File: src/rtl/stopwatch_mode_controller.sv
// Stopwatch/timer control FSM: debounced start/clear buttons, 4-mode preset latch, load sequencing, count tick.
// Optional build macro DONE_BLINK_EN adds a 'blank' output that blinks the display while in DONE.
module stopwatch_mode_controller #(
  parameter int CLK_HZ       = 100_000_000,
  parameter int TICK_HZ      = 100,
  parameter int DEBOUNCE_CYC = 1_000_000
) (
  input  logic        clk,
  input  logic        reset_n,
  input  logic        start_btn,
  input  logic        clear_btn,
  input  logic [1:0]  mode_sel,
  input  logic [7:0]  set_time,
  input  logic        cnt_zero,
  input  logic        cnt_max,
  output logic        load,
  output logic [15:0] load_val,
  output logic        cnt_en,
  output logic        cnt_up,
  output logic [1:0]  state,
`ifdef DONE_BLINK_EN
  output logic        blank,
`endif
  output logic        done
);

  localparam int TICK_CYC = CLK_HZ / TICK_HZ;
  localparam int PRE_W    = (TICK_CYC > 1) ? $clog2(TICK_CYC) : 1;
  localparam int DB_W     = (DEBOUNCE_CYC > 1) ? $clog2(DEBOUNCE_CYC) : 1;

  typedef enum logic [1:0] {
    S_IDLE  = 2'd0,
    S_RUN   = 2'd1,
    S_PAUSE = 2'd2,
    S_DONE  = 2'd3
  } state_t;

  // Button conditioning: bit 0 = start, bit 1 = clear
  logic [1:0] btn_raw;
  logic [1:0] press_p;
  assign btn_raw = {clear_btn, start_btn};

  genvar gi;
  generate
    for (gi = 0; gi < 2; gi++) begin : g_debounce
      logic            sync1_reg;
      logic            sync2_reg;
      logic            stable_reg;
      logic [DB_W-1:0] db_cnt_reg;
      logic            accept;

      // The accepted level flips on the DEBOUNCE_CYC-th consecutive differing sample;
      // the press pulse is that flip's rising edge, seen by the FSM on the same edge.
      assign accept      = (sync2_reg != stable_reg) && (db_cnt_reg == DB_W'(DEBOUNCE_CYC - 1));
      assign press_p[gi] = accept & sync2_reg;

      always_ff @(posedge clk or negedge reset_n) begin
        if (!reset_n) begin
          sync1_reg  <= 1'b0;
          sync2_reg  <= 1'b0;
          stable_reg <= 1'b0;
          db_cnt_reg <= '0;
        end else begin
          sync1_reg <= btn_raw[gi];
          sync2_reg <= sync1_reg;
          if (sync2_reg == stable_reg) begin
            db_cnt_reg <= '0;
          end else if (accept) begin
            stable_reg <= sync2_reg;
            db_cnt_reg <= '0;
          end else begin
            db_cnt_reg <= db_cnt_reg + DB_W'(1);
          end
        end
      end
    end
  endgenerate

  logic start_p, clear_p;
  assign start_p = press_p[0];
  assign clear_p = press_p[1];

  function automatic logic [3:0] clamp_digit(input logic [3:0] d);
    return (d > 4'd9) ? 4'd9 : d;
  endfunction

  function automatic logic [15:0] preset_value(input logic [1:0] m, input logic [7:0] st);
    case (m)
      2'd0:    return 16'h0000;
      2'd3:    return 16'h9999;
      default: return {clamp_digit(st[7:4]), clamp_digit(st[3:0]), 8'h00};
    endcase
  endfunction

  state_t            state_reg, state_next;
  logic [1:0]        mode_reg, mode_next, mode_eff;
  logic              init_reg;
  logic [PRE_W-1:0]  pre_reg, pre_next;
  logic              load_reg, load_next;
  logic [15:0]       load_val_reg, load_val_next;
  logic              cnt_en_reg, cnt_en_next;
  logic              cnt_up_reg, cnt_up_next;
  logic              done_reg;
  logic              terminal, tick;

  assign terminal = cnt_up_reg ? cnt_max : cnt_zero;
  assign tick     = (state_reg == S_RUN) && (pre_reg == PRE_W'(TICK_CYC - 1));

  always_comb begin
    state_next  = state_reg;
    mode_next   = mode_reg;
    mode_eff    = mode_reg;
    load_next   = 1'b0;
    cnt_en_next = 1'b0;
    case (state_reg)
      S_IDLE: begin
        // The mode is live in IDLE; a fresh selection (or the first cycle out of reset) reloads.
        mode_next = mode_sel;
        mode_eff  = mode_sel;
        if (clear_p || !init_reg || (mode_sel != mode_reg))
          load_next = 1'b1;
        if (!clear_p && start_p)
          state_next = terminal ? S_DONE : S_RUN;
      end
      S_RUN: begin
        if (clear_p) begin
          load_next  = 1'b1;
          state_next = S_IDLE;
        end else if (start_p) begin
          state_next = S_PAUSE;
        end else if (terminal) begin
          state_next = S_DONE;
        end else if (tick) begin
          cnt_en_next = 1'b1;
        end
      end
      S_PAUSE: begin
        if (clear_p) begin
          load_next  = 1'b1;
          state_next = S_IDLE;
        end else if (start_p) begin
          state_next = S_RUN;
        end
      end
      S_DONE: begin
        if (clear_p) begin
          load_next  = 1'b1;
          state_next = S_IDLE;
        end
      end
    endcase

    load_val_next = load_next ? preset_value(mode_eff, set_time) : load_val_reg;
    cnt_up_next   = (mode_next < 2'd2);
    // Prescaler restarts from zero on every entry to RUN so each run/resume gets a full period.
    pre_next      = (state_reg == S_RUN && state_next == S_RUN && !tick) ? pre_reg + PRE_W'(1) : '0;
  end

  always_ff @(posedge clk or negedge reset_n) begin
    if (!reset_n) begin
      state_reg    <= S_IDLE;
      mode_reg     <= 2'd0;
      init_reg     <= 1'b0;
      pre_reg      <= '0;
      load_reg     <= 1'b0;
      load_val_reg <= 16'h0000;
      cnt_en_reg   <= 1'b0;
      cnt_up_reg   <= 1'b1;
      done_reg     <= 1'b0;
    end else begin
      state_reg    <= state_next;
      mode_reg     <= mode_next;
      init_reg     <= 1'b1;
      pre_reg      <= pre_next;
      load_reg     <= load_next;
      load_val_reg <= load_val_next;
      cnt_en_reg   <= cnt_en_next;
      cnt_up_reg   <= cnt_up_next;
      done_reg     <= (state_next == S_DONE);
    end
  end

  assign load     = load_reg;
  assign load_val = load_val_reg;
  assign cnt_en   = cnt_en_reg;
  assign cnt_up   = cnt_up_reg;
  assign state    = state_reg;
  assign done     = done_reg;

`ifdef DONE_BLINK_EN
  // Blink half-period is a quarter second expressed in count ticks.
  localparam int BLINK_TICKS = (TICK_HZ / 4 > 0) ? TICK_HZ / 4 : 1;
  localparam int BLINK_CYC   = TICK_CYC * BLINK_TICKS;
  localparam int BL_W        = (BLINK_CYC > 1) ? $clog2(BLINK_CYC) : 1;

  logic [BL_W-1:0] blink_cnt_reg;
  logic            blank_reg;

  always_ff @(posedge clk or negedge reset_n) begin
    if (!reset_n) begin
      blink_cnt_reg <= '0;
      blank_reg     <= 1'b0;
    end else if (state_next != S_DONE || state_reg != S_DONE) begin
      blink_cnt_reg <= '0;
      blank_reg     <= 1'b0;
    end else if (blink_cnt_reg == BL_W'(BLINK_CYC - 1)) begin
      blink_cnt_reg <= '0;
      blank_reg     <= ~blank_reg;
    end else begin
      blink_cnt_reg <= blink_cnt_reg + BL_W'(1);
    end
  end

  assign blank = blank_reg;
`endif

endmodule
File: config.mk
export PLATFORM = sky130hd
export DESIGN_NAME = stopwatch_mode_controller
export DESIGN_NICKNAME = d
export VERILOG_FILES = /design/src/rtl/stopwatch_mode_controller.sv
export SDC_FILE = /design/constraint.sdc
export NUM_CORES = 1
export LEC_CHECK = 0
export BUFFER_PORTS_ARGS = -buffer_cell sky130_fd_sc_hd__buf_4
export CAP_MARGIN = 15
export CORE_ASPECT_RATIO = 1.5
export CORE_MARGIN = 3
export CORE_UTILIZATION = 44
export CTS_BUF_LIST = sky130_fd_sc_hd__clkbuf_8
export DETAILED_ROUTE_END_ITERATION = 10
export SLEW_MARGIN = 25
export SYNTH_ARGS = -nofsm -noshare
export SYNTH_HDL_FRONTEND = slang
export SYNTH_SLANG_ARGS = --single-unit
File: constraint.sdc
create_clock -name clk -period 5.3 [get_ports clk]
set_input_delay 1.06 -clock clk [delete_from_list [all_inputs] [get_ports clk]]
set_output_delay 1.06 -clock clk [all_outputs]
set_load 0.03 [all_outputs]
# ---- After elaboration in Yosys (flattened, before gate mapping)
# Cells that the tools add are included.
dict set report classes {
  n_addsub 3
  mul 0
  div 0
  n_lt_le_gt_ge 3
  eq_ne 14
  shift 0
  n_mux 27
  n_bitwise 4
  n_reduce_logical 16
}
# op count
set ops {}
lappend ops {{two-way mux 20 bit} 5}
lappend ops {{adder 20 x 1 -> 20 bit (second input constant)} 3}
lappend ops {{equality test 20 bit (second input constant)} 3}
lappend ops {{one-hot mux 16 bit (2 select lines)} 1}
lappend ops {{two-way mux 2 bit} 9}
lappend ops {{equality test 2 bit (second input constant)} 4}
lappend ops {{greater-than comparator 4 bit (second input constant)} 2}
lappend ops {{two-way mux 1 bit} 8}
lappend ops {{two-way mux 4 bit} 2}
lappend ops {{one-hot mux 2 bit (4 select lines)} 1}
lappend ops {{logical AND 1 bit} 6}
lappend ops {{equality test 2 x 1 -> 1 bit (second input constant)} 2}
lappend ops {{logical NOT 2 bit} 2}
lappend ops {{AND reduction 2 bit} 2}
lappend ops {{logical NOT 1 bit} 3}
lappend ops {{OR reduction 3 bit} 1}
lappend ops {{bitwise AND 1 bit} 2}
lappend ops {{equality test 1 bit} 2}
lappend ops {{logical OR 1 bit} 2}
lappend ops {{< comparator 2 bit (second input constant)} 1}
lappend ops {{inequality test 1 bit} 2}
lappend ops {{inequality test 2 bit} 1}
lappend ops {{NOT 1 bit} 2}
lappend ops {{one-hot mux 1 bit (2 select lines)} 1}
dict set report word_totals {
  ff_bits 91
  latch_bits 0
  mem_bits_rw 0
  romBits 0
  input_bits 16
  output_inout_bits 22
  word_cells 84
  n_memories 0
}

# ---- Logic depth before layout (Yosys ltp)
# Gate-level depths: netlist of run 1.
dict set report logic_depth {
  depth_word 11
  mapped_depth 8
  ltp_nobuf 7
}

# ---- Worst setup path after synthesis of run 1
# No wires, ideal clock.
dict set report synth_timing {
  path_type {input to register}
  startpoint {in mode_sel[0]}
  endpoint {reg load_val_reg[11], in the netlist load_val[11]}
  setup_ns 0.125
  arrival_ns 2.240
  required_ns 5.175
  setup_slack_ns 2.935
  path_stages 6
  path_buffers 1
  path_cell_list {mux2_2 ha_1 clkbuf_1 nand2b_1 nand2_1 mux2_2}
}
dict set report synth_between {
  elab_chain_len 4
  elab_cells_between_ends 8
  classes_between {eq/ne: 2; mux: 4; reduce/logical: 2}
}
# item line
set synth_rtl {}
lappend synth_rtl {{from (decl)} 12} ;# input logic [1:0] mode_sel,
lappend synth_rtl {{inequality test 2 bit} 120} ;# if (clear_p || !init_reg || (mode_sel != mode_reg))
lappend synth_rtl {{logical OR 1 bit} 120}
lappend synth_rtl {{two-way mux 1 bit} 120}
lappend synth_rtl {{one-hot mux 1 bit (2 select lines)} 115} ;# case (state_reg)
lappend synth_rtl {{to (signal assigned)} 176} ;# load_val_reg <= load_val_next;
lappend synth_rtl {{to (decl)} 100} ;# logic [15:0] load_val_reg, load_val_next;
# Several ways; a longest one is shown, not always the timed one.
# A chain may end at the register's enable or synchronous reset.

# ---- Worst setup path after layout of run 1
dict set report layout_timing {
  startpoint {reg g_debounce[0].db_cnt_reg[0]}
  endpoint {reg pre_reg[3]}
}
dict set report layout_between {
  elab_chain_len 10
  elab_cells_between_ends 14
  classes_between {eq/ne: 2; mux: 7; bitwise: 1; reduce/logical: 4}
}
# item line
set layout_rtl {}
lappend layout_rtl {{from (decl)} 49} ;# logic [DB_W-1:0] db_cnt_reg;
lappend layout_rtl {{from (signal assigned)} 72} ;# db_cnt_reg <= db_cnt_reg + DB_W'(1);
lappend layout_rtl {{equality test 20 bit (*)} 54} ;# assign accept = (sync2_reg != stable_reg) && (db_cnt_reg == DB_W'(DEBOUNCE_CYC - 1));
lappend layout_rtl {{logical AND 1 bit (*)} 54}
lappend layout_rtl {{bitwise AND 1 bit (*)} 55} ;# assign press_p[gi] = accept & sync2_reg;
lappend layout_rtl {{two-way mux 2 bit (tied with other cells)} 141} ;# end else if (start_p) begin
lappend layout_rtl {{two-way mux 2 bit, on equally long branches} {138, 122, 126}}
lappend layout_rtl {{one-hot mux 2 bit (4 select lines) (*)} 115}
lappend layout_rtl {{equality test 2 x 1 -> 1 bit (*)} 156} ;# pre_next = (state_reg == S_RUN && state_next == S_RUN && !tick) ? pre_reg + PRE_W'(1) : '0;
lappend layout_rtl {{logical AND 1 bit (*) (2 in series)} 156}
lappend layout_rtl {{two-way mux 20 bit (*)} 156}
lappend layout_rtl {{net pre_next[3]} 98} ;# logic [PRE_W-1:0] pre_reg, pre_next;
lappend layout_rtl {{to (signal assigned)} 174} ;# pre_reg <= pre_next;
lappend layout_rtl {{to (decl)} 98}
# The timed path passes the listed nets; every way through them passes the cells marked *.

==> results of run 1 <==
-- kinds of logic after synthesis --
group                    after synthesis  synth area share, %
AND/OR/NAND/NOR                      193                 24.3
flip-flops                            84                 52.2
adder cells (fa/ha/maj)                4                 1.24
buffers and inverters                 27                 3.91
multiplexers                          14                 3.88
other                                  2                0.186
XOR/XNOR                              58                 12.6
AO/OA/AOI/OAI                         12                 1.71
-- metal layers --
layer,part of all wire (%),up-vias
met2,51,26
met1,45,1340
met3,2.6,10
met4,1.7,0
li1,-,1392
met5,0,-
-- cell usage after synthesis, drive strengths merged (2+ instances only) --
cell type and n:
dfrtp 83, nor2 73, xnor2 32, nand3 27
nand2 26, xor2 26, inv 14, mux2 13
buf 12, nand4 12, nor3 10, and3 8
nor4 7, o21ai 5, or4 5, and3b 4
ha 4, a21oi 3, a31oi 3, and4 3
nand2b 3, nor3b 3, or4b 3, conb 2
nor2b 2, or3 2
-- metrics by stage --
stage	hold slack, ns	area [µm²]
final	0.366	4490
after CTS	0.372	4490
after global placement	0.338	4330
after global routing	0.387	4490
after detailed placement	0.352	4330
after floorplan	0.331	4040
-- path summary, 6_finish.rpt --
check / startpoint / to / slack [ns] / depth (start not counted)
worst max-delay path: g_debounce[0].db_cnt_reg[0] / pre_reg[3] / 2.68 / 6
worst min-delay path: g_debounce[1].sync1_reg / g_debounce[1].sync2_reg / 0.37 / 0
worst max register to register: g_debounce[0].db_cnt_reg[0] / pre_reg[3] / 2.68 / 6
worst min register to register: g_debounce[1].sync1_reg / g_debounce[1].sync2_reg / 0.37 / 0
max in group asynchronous: reset_n / load_val[7] / 3.64 / 2
min in group asynchronous: reset_n / g_debounce[1].db_cnt_reg[18] / 0.60 / 1
-- power groups by stage --
| stage | clock, mW | sequential, mW | combinational [mW] |
|---|---|---|---|
| 4_1_cts | 0.404 | 0.652 | 0.0444 |
| 5_1_grt | 0.429 | 0.654 | 0.0491 |
| 3_3_place_gp | 0 | 0.664 | 0.0439 |
| 3_5_place_dp | 0 | 0.665 | 0.0446 |
| 6_report | 0.386 | 0.652 | 0.0426 |
| 2_1_floorplan | 0 | 0.663 | 0.0209 |
-- area by class of cell --
class	count	area (µm²)	area share [%]
Clock inverter	6	25.0	0.557
Multi-Input combinational cell	286	1780	39.7
Clock buffer	10	138	3.06
Sequential cell	84	2100	46.8
Tap cell	110	138	3.06
Timing Repair Buffer	34	255	5.68
Inverter	14	52.6	1.17
==> flow_summary.ini, run 1 <==
[outcome]
status = complete, no violations

[clock_network]
cts_buffers = 9
cts.path.max_buffers = 2
hold_buffers = 0
cts_setup_buffers = 0
clk_pin_slew_ns = 0.08
cts_max_level = 3
cts_resized = 0
cts-root-buf = clkbuf_8
clock_latency_ns = 0.35
cts_tree = done
cts.sinks = 84

[global_routing]
grt_use_met3_pct = 4.00
grt-ovfl-total = 0
top_usage_layer = met2
grt_util_met2_pct = 25.7
grt_max_degree = 61
antenna_found_initial = 0
grt_pass1_wl_um = 12500
grt_pass1_vias = 2809
track_usage_pct = 15.1
use_met1_pct = 18.2

[setup_path]
start_kind = flip-flop
cpPeakStageDelay_ns = 0.63
worstSetupPathType = reg2reg
path_cells = ha_1 > nand2_1 > or4_1 > nor2_1 > nand4bb_1 > nor2_1
crit_fanout = 18
arrival_ns = 2.83
cp.required_ns = 5.51
cp_common_cell = nor2_1
cp_num_buf_inv = 0
cp-end-kind = flip-flop
critPathTopFamily = simple AND/OR/NAND/NOR gates
cp_slowest_cell = nand4bb_1

[drt]
drtPass1Iterations = 4
drt_wl_total_um = 7200
drc_errors = 0
wl_per_cell_um = 13.2
vias = 2768
ant_nets = 0
drt_iter0_drc = 139
viasPerCell = 5.09

[timing]
slew_viol_final = 0
maxSlewHeadroom_pct = 39.6
setup_viol = 0
hold_viol = 0
rsz0062_at_grt = false
worst_pin_slew_ns = 0.897
max_freq_mhz = 382
min_period_ns = 2.62
clock_skew_ns = 0.00835
fin_crit_sh_pct = 49.4
fin_ws_ns = 2.68
fin_tns_setup_ns = 0

[power_and_ir_drop]
powerDensity_mw_per_mm2 = 241
combPwrFrac_pct = 3.9
internal-power_mw = 0.835
finalPower_mw = 1.08
ir_drop_mv = 0.174
power_frac_seq_pct = 60.3
p_sw_share_pct = 22.8
clock_power_share_pct = 35.7
p_switching_mw = 0.246
power_leakage_nw = 1.98

[synthesis]
async_reset_ff_share_pct = 100
synth.top_cell.area_share_pct = 51.5
synth_ff_type = dfrtp_1
yosysTopAreaCell = dfrtp_1
synth_cells = 394
ys_warn_count = 0
synth.avg_cell_area_um2 = 10.2
ys_ff_latch = 84
synth_area_leaders = dfrtp_1 (52%), xnor2_1 (7.0%), nor2_1 (6.8%)
synth-edff-count = 0
synth_seq_area_share_pct = 52.2
syn_area_mm2 = 0.00403
yosysUniqueCellTypes = 41

[finish]
area_growth_pct = 11.4
drive_above_1_share_pct = 15.2
final_cells = 544
layout_common_cells = dfrtp_1 (83), nor2_1 (73), buf_4 (34), xnor2_1 (32), nand3_1 (27)
num_antenna_cells = 0
layout.cells.most_common = dfrtp_1
largest_reg_flops = 40
final_core_util_pct = 50.6
final_nets = 449
nFillCells = 838

[placed_design]
gp_congestion = 0.757
pre_cts_slack_ns = 2.67
portBuffers = 33
dp_cells = 528
hpwl_um = 5120

[job]
drv_cap = 0

[hold_path]
hold_path.class = reg2reg

[die]
die_h_um = 123
die_area_mm2 = 0.0104
start_util_pct = 45.4
die_x_um = 84.2
core-area_mm2 = 0.00888
ioPinCount = 38
core.rowCount = 42
Power figures use the tool's default switching activity.
==> run 2, diff against run 1 <==
- clock period: 5.3 -> 2.5 ns (I/O delays scaled with it)
==> run 2 against run 1 <==
- sequential cell count is the same
- clock skew grew 0.0029 ns
- worst hold slack lost 0.28 ns
- total power grew 140%
- first-iteration DRC count shrank 29%
- fmax grew 14%
- critical path type unchanged
- wire length is essentially flat
- global-route usage grew 0.18 points
==> flow_summary.ini, run 2 (synthesized netlist as in run 1, its figures left out) <==
[outcome]
status = complete, no violations

[finish]
final_cells = 550
layout.cells.most_common = dfrtp_1
layout_common_cells = dfrtp_1 (83), nor2_1 (73), buf_4 (38), xnor2_1 (32), nand3_1 (27)
drive_above_1_share_pct = 17.0
final_nets = 455
largest_reg_flops = 40
num_antenna_cells = 0
area_growth_pct = 15.1

[power_and_ir_drop]
combPwrFrac_pct = 3.7
p_switching_mw = 0.550
clock_power_share_pct = 43.0
p_sw_share_pct = 21.2
ir_drop_mv = 0.328
power_frac_seq_pct = 53.3
internal-power_mw = 2.04
power_leakage_nw = 2.04
powerDensity_mw_per_mm2 = 559

[job]
drv_cap = 0

[timing]
fin_crit_sh_pct = 91.8
rsz0062_at_grt = false
maxSlewHeadroom_pct = 60.6
clock_skew_ns = 0.0113
max_freq_mhz = 436
worst_pin_slew_ns = 0.591
setup_viol = 0
min_period_ns = 2.29
slew_viol_final = 0
fin_tns_setup_ns = 0
hold_viol = 0

[setup_path]
r2r_end = pre_reg[18]
crit_fanout = 18
arrival_ns = 2.55
worstSetupPathType = reg2reg
rrSetupSlack_ns = 0.21
rr_startpoint = pre_reg[12]
cp-end-kind = flip-flop
cp.required_ns = 2.75
start_kind = flip-flop
r2r_cells = 6

[clock_network]
hold_buffers = 0
cts_buffers = 9
cts-root-buf = clkbuf_8
cts.path.max_buffers = 2
cts.sinks = 84
clock_latency_ns = 0.36
cts_max_level = 3
cts_tree = done
clk_pin_slew_ns = 0.09
cts_setup_buffers = 0

[die]
start_util_pct = 45.4
core.rowCount = 42
core-area_mm2 = 0.00888
ioPinCount = 38
die_h_um = 123
die_area_mm2 = 0.0104
die_x_um = 84.2

[placed_design]
hpwl_um = 5150
dp_cells = 534
gp_congestion = 0.777
portBuffers = 33

[drt]
viasPerCell = 5.00
drc_errors = 0
drt_iter0_drc = 99
wl_per_cell_um = 13.1
ant_nets = 0
vias = 2750
drt_wl_total_um = 7200
drtPass1Iterations = 4

[global_routing]
track_usage_pct = 15.3
antenna_found_initial = 0
grt_pass1_vias = 2781
grt_max_degree = 36
grt_pass1_wl_um = 12700
grt-ovfl-total = 0

[hold_path]
hold_path.class = in2async
run 2: cell count changes in the layout (fill, tap and decap cells not counted), moves of 2 or more:
cell / previous run / this run
clkinv_2: 2 / 0
buf_12: 0 / 2
inv_1: 18 / 15
bufinv_16: 0 / 2
buf_4: 34 / 38
clkbuf_8: 10 / 12
run 2: how the worst max path moves through the flow:
stage / from / endpoint / slack (ns) / cells after the start
floorplan: state[0] / load_val[11] / 0.27 / 7
global placement: pre_reg[12] / pre_reg[18] / 0.22 / 6
detailed placement: g_debounce[0].db_cnt_reg[0] / g_debounce[0].db_cnt_reg[19] / 0.19 / 6
CTS: g_debounce[0].db_cnt_reg[0] / g_debounce[0].db_cnt_reg[9] / 0.18 / 6
global route: g_debounce[0].db_cnt_reg[0] / done / 0.07 / 6
finish: pre_reg[12] / pre_reg[18] / 0.21 / 6
run 2: area by class of cell:
cell class | instances | area, µm²
repair buffers | 40 | 325
fillers | 847 | 4240
clock inverters | 4 | 71.3
flip-flops and latches | 84 | 2100
multi-input cells | 286 | 1790
clock buffers | 12 | 165
inverters | 14 | 52.6
well taps | 110 | 138
run 2: worst max-delay path, cell delays in order, from the launching register on:
cell and delay [ns]:
dfrtp_1 0.41, or4b_1 0.51, or4_1 0.40, or4_1 0.47, nand4bb_1 0.18, buf_12 0.16
nor2_1 0.05
run 2: per-stage QoR:
stage	total power, mW	setup slack (ns)	util (%)	cell area [µm²]	hold slack [ns]
floorplan	1.45	0.272	-	4040	0.204
global placement	1.51	0.216	49.6	4400	0.339
detailed placement	1.51	0.195	49.6	4400	0.339
CTS	2.64	0.181	52.2	4640	0.0823
global route	2.69	0.0662	52.3	4640	0.0974
finish	2.59	0.206	52.3	4640	0.0832
run 2: layer usage:
metal  share of wire, %  GRT usage, %
met3                2.6          2.60
met2                 50          25.6
met5                  0             0
met1                 45          18.9
met4                2.3          7.85
run 2: what timing repair did:
action | CTS | global route
hold endpoints to repair | 0 | 0
resized for setup | 0 | 1
setup endpoints to repair | 0 | 2
run 2: power by group through the flow:
stage	clock network [mW]	registers [mW]	logic, mW
6_report	1.12	1.38	0.0960
5_1_grt	1.20	1.38	0.111
4_1_cts	1.15	1.38	0.0992
3_5_place_dp	0	1.41	0.0990
3_3_place_gp	0	1.41	0.0988
2_1_floorplan	0	1.41	0.0442
